`src/rtl/conv_pkg.sv`:
```
// Shared definitions for the 3x3 convolution window scheduler.
package conv_pkg;

  // Default pixel/weight width; results are twice this wide.
  localparam int DEF_WIDTH = 9;

  // Number of kernel taps.
  localparam int N_TAPS = 9;

  // Weight register index for each conv_unit weight port, in load order.
  localparam int B00 = 0;
  localparam int B01 = 1;
  localparam int B02 = 2;
  localparam int B10 = 3;
  localparam int B11 = 4;
  localparam int B12 = 5;
  localparam int B20 = 6;
  localparam int B21 = 7;
  localparam int B22 = 8;

  // Frame sequencing states.
  typedef enum logic [2:0] {
    ST_IDLE,
    ST_LOAD_W,
    ST_STREAM,
    ST_DRAIN,
    ST_DONE
  } state_t;

endpackage

```
`src/rtl/line_buffer.sv`:
```
// Two-row line buffer. One address selects a column. A write pushes the new
// pixel into the middle row and moves the old middle-row pixel into the top
// row. Both rows are read at the same column in the same cycle.
module line_buffer #(
  parameter int WIDTH = 9,
  parameter int IMG_W = 8,
  localparam int AW   = $clog2(IMG_W)
) (
  input  logic             clk,
  input  logic             we,
  input  logic [AW-1:0]    addr,
  input  logic [WIDTH-1:0] wdata,
  output logic [WIDTH-1:0] row_top,
  output logic [WIDTH-1:0] row_mid
);

  logic [WIDTH-1:0] mem_top [IMG_W];
  logic [WIDTH-1:0] mem_mid [IMG_W];

  // Shift the column vertically: the middle row moves to the top row and the new pixel lands in the middle row.
  // NOTE: storage has no reset; every entry is written before a valid window reads it.
  always_ff @(posedge clk) begin
    if (we) begin
      mem_mid[addr] <= wdata;
      mem_top[addr] <= mem_mid[addr];
    end
  end

  assign row_top = mem_top[addr];
  assign row_mid = mem_mid[addr];

endmodule

```
`src/rtl/conv_window_sched.sv`:
```
// Sequencer for the 3x3 conv_unit. It loads the kernel weights, builds
// sliding windows from a raster pixel stream and tags each conv_unit result
// with the top-left coordinate of its window.
module conv_window_sched
  import conv_pkg::*;
#(
  parameter int WIDTH    = DEF_WIDTH,
  parameter int IMG_W    = 8,
  parameter int IMG_H    = 8,
  parameter int CONV_LAT = 2
) (
  input  logic                       clk,
  input  logic                       rst,
  input  logic                       start,
  input  logic                       w_valid,
  input  logic [WIDTH-1:0]           w_data,
  input  logic                       pix_valid,
  output logic                       pix_ready,
  input  logic [WIDTH-1:0]           pix_data,
  output logic [WIDTH-1:0]           a00, a01, a02, a10, a11, a12, a20, a21, a22,
  output logic [WIDTH-1:0]           b00, b01, b02, b10, b11, b12, b20, b21, b22,
  input  logic [2*WIDTH-1:0]         conv_out,
  output logic                       res_valid,
  output logic [2*WIDTH-1:0]         res_data,
  output logic [$clog2(IMG_H)-1:0]   res_row,
  output logic [$clog2(IMG_W)-1:0]   res_col,
  output logic                       busy,
  output logic                       done
);

  localparam int RW = $clog2(IMG_H);
  localparam int CW = $clog2(IMG_W);
  localparam int DW = $clog2(CONV_LAT + 2);

  state_t           state, state_nxt;
  logic [RW-1:0]    row;
  logic [CW-1:0]    col;
  logic [3:0]       w_idx;
  logic [DW-1:0]    drain_cnt;
  logic [WIDTH-1:0] win [3][3];
  logic [WIDTH-1:0] wgt [N_TAPS];
  logic [WIDTH-1:0] lb_top, lb_mid;
  logic             accept, last_pix, win_ok;

  // Tag pipe: stage 0 is loaded on the accepting edge, stage CONV_LAT lines up with conv_out.
  logic [CONV_LAT:0] tag_vld;
  logic [RW-1:0]     tag_row [CONV_LAT+1];
  logic [CW-1:0]     tag_col [CONV_LAT+1];

  assign accept   = pix_valid && pix_ready;
  assign last_pix = (row == RW'(IMG_H - 1)) && (col == CW'(IMG_W - 1));
  assign win_ok   = (row >= RW'(2)) && (col >= CW'(2));

  line_buffer #(.WIDTH(WIDTH), .IMG_W(IMG_W)) u_line_buffer (
    .clk     (clk),
    .we      (accept),
    .addr    (col),
    .wdata   (pix_data),
    .row_top (lb_top),
    .row_mid (lb_mid)
  );

  // FSM state register.
  always_ff @(posedge clk or posedge rst) begin
    if (rst) state <= ST_IDLE;
    else     state <= state_nxt;
  end

  // FSM next-state logic.
  // NOTE: assign a default before the case so that no path infers a latch.
  always_comb begin
    state_nxt = state;
    case (state)
      ST_IDLE:   if (start) state_nxt = ST_LOAD_W;
      ST_LOAD_W: if (w_valid && (w_idx == 4'(B22))) state_nxt = ST_STREAM;
      ST_STREAM: if (accept && last_pix) state_nxt = ST_DRAIN;
      ST_DRAIN:  if (drain_cnt == DW'(CONV_LAT)) state_nxt = ST_DONE;
      ST_DONE:   state_nxt = ST_IDLE;
      default:   state_nxt = ST_IDLE;
    endcase
  end

  // FSM outputs, decoded from the current state.
  always_comb begin
    busy      = (state != ST_IDLE);
    pix_ready = (state == ST_STREAM);
    done      = (state == ST_DONE);
  end

  // Frame counters, the weight load and the drain timer.
  // NOTE: sequential state uses non-blocking assignments so that every register samples pre-edge values.
  always_ff @(posedge clk or posedge rst) begin
    if (rst) begin
      row       <= '0;
      col       <= '0;
      w_idx     <= '0;
      drain_cnt <= '0;
      for (int k = 0; k < N_TAPS; k++) wgt[k] <= '0;
    end else begin
      drain_cnt <= (state == ST_DRAIN) ? drain_cnt + DW'(1) : '0;
      case (state)
        ST_IDLE: if (start) begin
          row   <= '0;
          col   <= '0;
          w_idx <= '0;
        end
        ST_LOAD_W: if (w_valid) begin
          wgt[w_idx] <= w_data;
          w_idx      <= w_idx + 4'd1;
        end
        ST_STREAM: if (accept) begin
          if (col == CW'(IMG_W - 1)) begin
            col <= '0;
            row <= row + RW'(1);
          end else begin
            col <= col + CW'(1);
          end
        end
        default: ;
      endcase
    end
  end

  // Window shift: columns move left, and the new column is {top row, middle row, incoming pixel}.
  always_ff @(posedge clk or posedge rst) begin
    if (rst) begin
      for (int i = 0; i < 3; i++)
        for (int j = 0; j < 3; j++) win[i][j] <= '0;
    end else if (accept) begin
      for (int i = 0; i < 3; i++) begin
        win[i][0] <= win[i][1];
        win[i][1] <= win[i][2];
      end
      win[0][2] <= lb_top;
      win[1][2] <= lb_mid;
      win[2][2] <= pix_data;
    end
  end

  // Valid/tag shift register. It advances every cycle so results in flight are not held up by pixel gaps.
  always_ff @(posedge clk or posedge rst) begin
    if (rst) begin
      tag_vld <= '0;
      for (int i = 0; i <= CONV_LAT; i++) begin
        tag_row[i] <= '0;
        tag_col[i] <= '0;
      end
    end else begin
      tag_vld[0] <= accept && win_ok;
      tag_row[0] <= (accept && win_ok) ? row - RW'(2) : '0;
      tag_col[0] <= (accept && win_ok) ? col - CW'(2) : '0;
      for (int i = 1; i <= CONV_LAT; i++) begin
        tag_vld[i] <= tag_vld[i-1];
        tag_row[i] <= tag_row[i-1];
        tag_col[i] <= tag_col[i-1];
      end
    end
  end

  assign {a00, a01, a02} = {win[0][0], win[0][1], win[0][2]};
  assign {a10, a11, a12} = {win[1][0], win[1][1], win[1][2]};
  assign {a20, a21, a22} = {win[2][0], win[2][1], win[2][2]};

  assign {b00, b01, b02} = {wgt[B00], wgt[B01], wgt[B02]};
  assign {b10, b11, b12} = {wgt[B10], wgt[B11], wgt[B12]};
  assign {b20, b21, b22} = {wgt[B20], wgt[B21], wgt[B22]};

  // conv_out is already aligned with the last tag stage. Gating it holds the
  // result bus at zero between results and during reset.
  assign res_valid = tag_vld[CONV_LAT];
  assign res_row   = tag_row[CONV_LAT];
  assign res_col   = tag_col[CONV_LAT];
  assign res_data  = tag_vld[CONV_LAT] ? conv_out : '0;

endmodule

```
`config.mk`:
```
export PLATFORM = sky130hd
export DESIGN_NAME = conv_window_sched
export DESIGN_NICKNAME = d
export VERILOG_FILES = /design/src/rtl/conv_pkg.sv /design/src/rtl/line_buffer.sv /design/src/rtl/conv_window_sched.sv
export SDC_FILE = /design/constraint.sdc
export NUM_CORES = 1
export LEC_CHECK = 0
export BUFFER_PORTS_ARGS = -buffer_cell sky130_fd_sc_hd__buf_2
export CAP_MARGIN = 20
export CORE_MARGIN = 2
export CORE_UTILIZATION = 45
export CTS_CLUSTER_SIZE = 14
export DETAILED_ROUTE_END_ITERATION = 12
export PLACE_DENSITY_LB_ADDON = 0.1
export SLEW_MARGIN = 10
export SYNTH_ARGS = -nofsm -noshare
export SYNTH_HDL_FRONTEND = slang
export SYNTH_SLANG_ARGS = --single-unit
```
`constraint.sdc`:
```
create_clock -name clk -period 14.9 [get_ports clk]
set_input_delay 0.745 -clock clk [delete_from_list [all_inputs] [get_ports clk]]
set_output_delay 0.745 -clock clk [all_outputs]
set_load 0.02 [all_outputs]
```
==> run_results.csv <==
group,metric,value,unit
status,outcome,"complete, no violations",
setup_path,crit_buf_inv,0,
pwr,p_sw_share,32.6,%
job,drv_cap,0,
sta,skew,20.9,ps
floorplanning,core_area,28900,sq um
cells_and_area,postLayoutCellArea,16200,sq um
clocking,cts_root_buf,"clkbuf_16",
global_route,grt_util_all_layers,17.6,%
hold_path,min_path_type,"flip-flop to flip-flop",
placed_design,place.gp.congestion,0.723,
drt,first_iter_violations,414,
setup_path,max_stage_delay,870,ps
clocking,post_cts_buffers,0,
drt,drc,0,
global_route,grt_pass1_wl,42500,microns
clocking,ctsResizeCount,0,
sta,hold_violations,0,
pwr,p_sw,1040,uW
cells_and_area,fin_nets,1114,
clocking,clockBufferDepth,3,
placed_design,dp.cells,1397,
sta,min_period,3110,ps
setup_path,cp_slowest_cell,"and2_1",
floorplanning,rows,62,
setup_path,crit_type,"flip-flop to flip-flop",
setup_path,crit_family,"simple AND/OR/NAND/NOR gates",
clocking,cts-htree-levels,2,
pwr,clkPwrFrac,28.9,%
placed_design,place_area,14800,sq um
cells_and_area,nFillCells,2407,
sta,maxSlewViolCount,0,
sta,setup_ws,11790,ps
sta,whs,346,ps
setup_path,cp_max_fo,45,
global_route,grt_max_degree,128,
yosys,syn-num-nets,875,
drt,dr.pass1.iters,4,
placed_design,port_buffers,230,
pwr,power.density,198,nW/um^2
pwr,p_comb_share,28.5,%
cells_and_area,antennaDiodeCount,0,
floorplanning,dieArea,31000,sq um
drt,via_per_inst,5.13,
setup_path,endpoint_kind,"flip-flop",
clocking,cts_tree,"done",
clocking,ctsHoldBuffers,0,
global_route,grt_antenna_before_repair,0,
global_route,overflow,0,
cells_and_area,final_cells,1469,
sta,grt_setup_unrepaired,"no",
cells_and_area,top_regs,"u_line_buffer.mem_mid (72), u_line_buffer.mem_top (72)",
yosys,yosysWarningCount,0,
sta,worst_pin_slew,1090,ps
floorplanning,start_util,46.0,%
yosys,seq_area_frac_synth,69.7,%
placed_design,dpl_worst_slack,11390,ps
floorplanning,ios,231,
cells_and_area,drive_above_1_share,44.9,%
drt,vias,7530,
setup_path,crit_path_cell_trace,"nand4bb_4, nor2_1, and2_1",
pwr,p_seq_share,42.6,%
yosys,ys_types,40,
pwr,p_int,2150,uW
setup_path,cp.required,15020,ps
clocking,cts_made_buffers,38,
yosys,synth-seq-cells,342,
pwr,p_leak,0.00725,uW
drt,wirelength,27400,microns
sta,setup_tns,0,ps
cells_and_area,synthToLayoutAreaGrowth,21.3,%
clocking,insertion_delay,510,ps
yosys,syn_area,13300,sq um
sta,setup_viol,0,
sta,worst_slew_margin_rel,27.1,%
drt,wl_per_cell,18.7,microns
drt,postRouteAntennaNets,0,
global_route,grt_pass1_vias,7338,
floorplanning,die_x,176,microns
pwr,peakVddDrop,0.125,mV
clocking,clkSinkCount,342,
clocking,clk_pin_slew,60,ps
yosys,syn_avg_cell_area,16.3,sq um
setup_path,crit_arrival,3230,ps
yosys,syn_inst,818,
sta,max_freq,0.322,GHz
sta,period_share,20.9,%
setup_path,cp-start-kind,"flip-flop",
floorplanning,die_h,176,microns
placed_design,dp_hpwl,16900,microns
through the flow:
stage          power (uW)  utilization (%)
2_1_floorplan        1960                -
3_3_place_gp         2280             51.3
3_5_place_dp         2300             51.3
4_1_cts              3230             55.6
5_1_grt              3350             55.8
6_report             3190             55.8
layer usage:
| metal | share of wire [%] | vias to the layer above | routed length, microns | GRT usage [%] |
|---|---|---|---|---|
| met5 | 0 | - | 0 | 0 |
| met4 | 1.9 | 0 | 521 | 4.96 |
| met3 | 6.3 | 40 | 1730 | 3.88 |
| met2 | 46 | 231 | 12600 | 27.8 |
| met1 | 46 | 3750 | 12600 | 24.8 |
| li1 | - | 3509 | - | - |
kinds of logic after synthesis:
| kind of cell | synth area share, % |
|---|---|
| AOI/OAI and AO/OA | 3.93 |
| muxes | 18.4 |
| DFF | 69.7 |
| buffers and inverters | 1.95 |
| adders and majority gates | 1.50 |
| and+or+nand+nor | 4.56 |
synth_stat cells:
cell type  instances  share of area (%)
a21boi_0           1              0.056
a21oi_1            2              0.075
a221o_1            1              0.075
a22o_1            18                1.2
a2bb2oi_1          1              0.066
a31oi_1            3               0.14
and2_1            22                1.0
and3_1             5               0.23
and4bb_2           1              0.094
buf_1              2              0.056
buf_2             15               0.56
buf_4              7               0.39
clkbuf_1          19               0.54
dfrtp_1          198                 37
edfxtp_1         144                 32
ha_1              16                1.5
inv_1             14               0.39
mux2_2           180                 15
mux2i_1           42                3.2
nand2_1           24               0.68
nand2b_1           5               0.23
nand3_1            9               0.34
nand3b_1           2               0.11
nand4_1            1              0.047
nand4b_1           1              0.066
nand4bb_1          1              0.085
nor2_1            25               0.70
nor2b_1            4               0.19
nor3_1             4               0.15
nor3_2             1              0.075
nor3b_1            2               0.11
nor4b_4            1               0.18
nor4bb_1           1              0.075
o21ai_0            2              0.075
o221ai_1           1              0.066
o22ai_1           18               0.85
o2bb2ai_1          3               0.20
o31ai_1           18                1.0
o41ai_1            2               0.13
or4b_2             2               0.15
layout by cell type (no fill, tap or decap), drive strengths merged, types with 2 or more instances in the layout:
| master | n |
|---|---|
| nand3b | 2 |
| or4b | 2 |
| and2 | 22 |
| nand2b | 5 |
| nor3b | 2 |
| inv | 14 |
| o31ai | 18 |
| nor3 | 5 |
| mux2 | 180 |
| nor2 | 25 |
| o41ai | 2 |
| ha | 16 |
| o21ai | 2 |
| clkinv | 8 |
| a31oi | 3 |
| edfxtp | 144 |
| buf | 241 |
| a21oi | 2 |
| nand3 | 9 |
| dfrtp | 198 |
| mux2i | 42 |
| nand2 | 24 |
| clkbuf | 57 |
| and3 | 5 |
| o2bb2ai | 3 |
| bufinv | 3 |
| a22o | 18 |
| o22ai | 18 |
| nor2b | 4 |
worst paths after layout:
check / cells past startpoint / start / slack, ps / to
max: 3 / state[1]$_DFFE_PP0P_ / 11790 / u_line_buffer.mem_mid[6][8]$_DFFE_PP_
min: 0 / tag_vld[1]$_DFF_PP0_ / 350 / tag_vld[2]$_DFF_PP0_
max reg2reg: 3 / state[1]$_DFFE_PP0P_ / 11790 / u_line_buffer.mem_mid[6][8]$_DFFE_PP_
min reg2reg: 0 / tag_vld[1]$_DFF_PP0_ / 350 / tag_vld[2]$_DFF_PP0_
max in group asynchronous: 3 / rst / 13080 / b01[5]$_DFFE_PP0P_
min in group asynchronous: 2 / rst / 410 / res_row[0]$_DFF_PP0_
power by group through the flow:
stage | sequential, uW | clock [uW] | combinational, uW
final | 1360 | 922 | 910
after global routing | 1390 | 984 | 978
after CTS | 1360 | 946 | 922
after detailed placement | 1380 | 0 | 920
after global placement | 1370 | 0 | 909
after floorplan | 1540 | 0 | 422
cell type report:
class                           count  area (sq um)  area share (%)
Tap cell                          384           480            2.97
Multi-Input combinational cell    419          3800            23.6
Inverter                           14          60.1           0.372
Clock inverter                     12           149           0.922
Sequential cell                   342          9280            57.5
Timing Repair Buffer              242          1280            7.90
Clock buffer                       56          1100            6.81
Note: power is estimated with default switching activity, not from simulation.
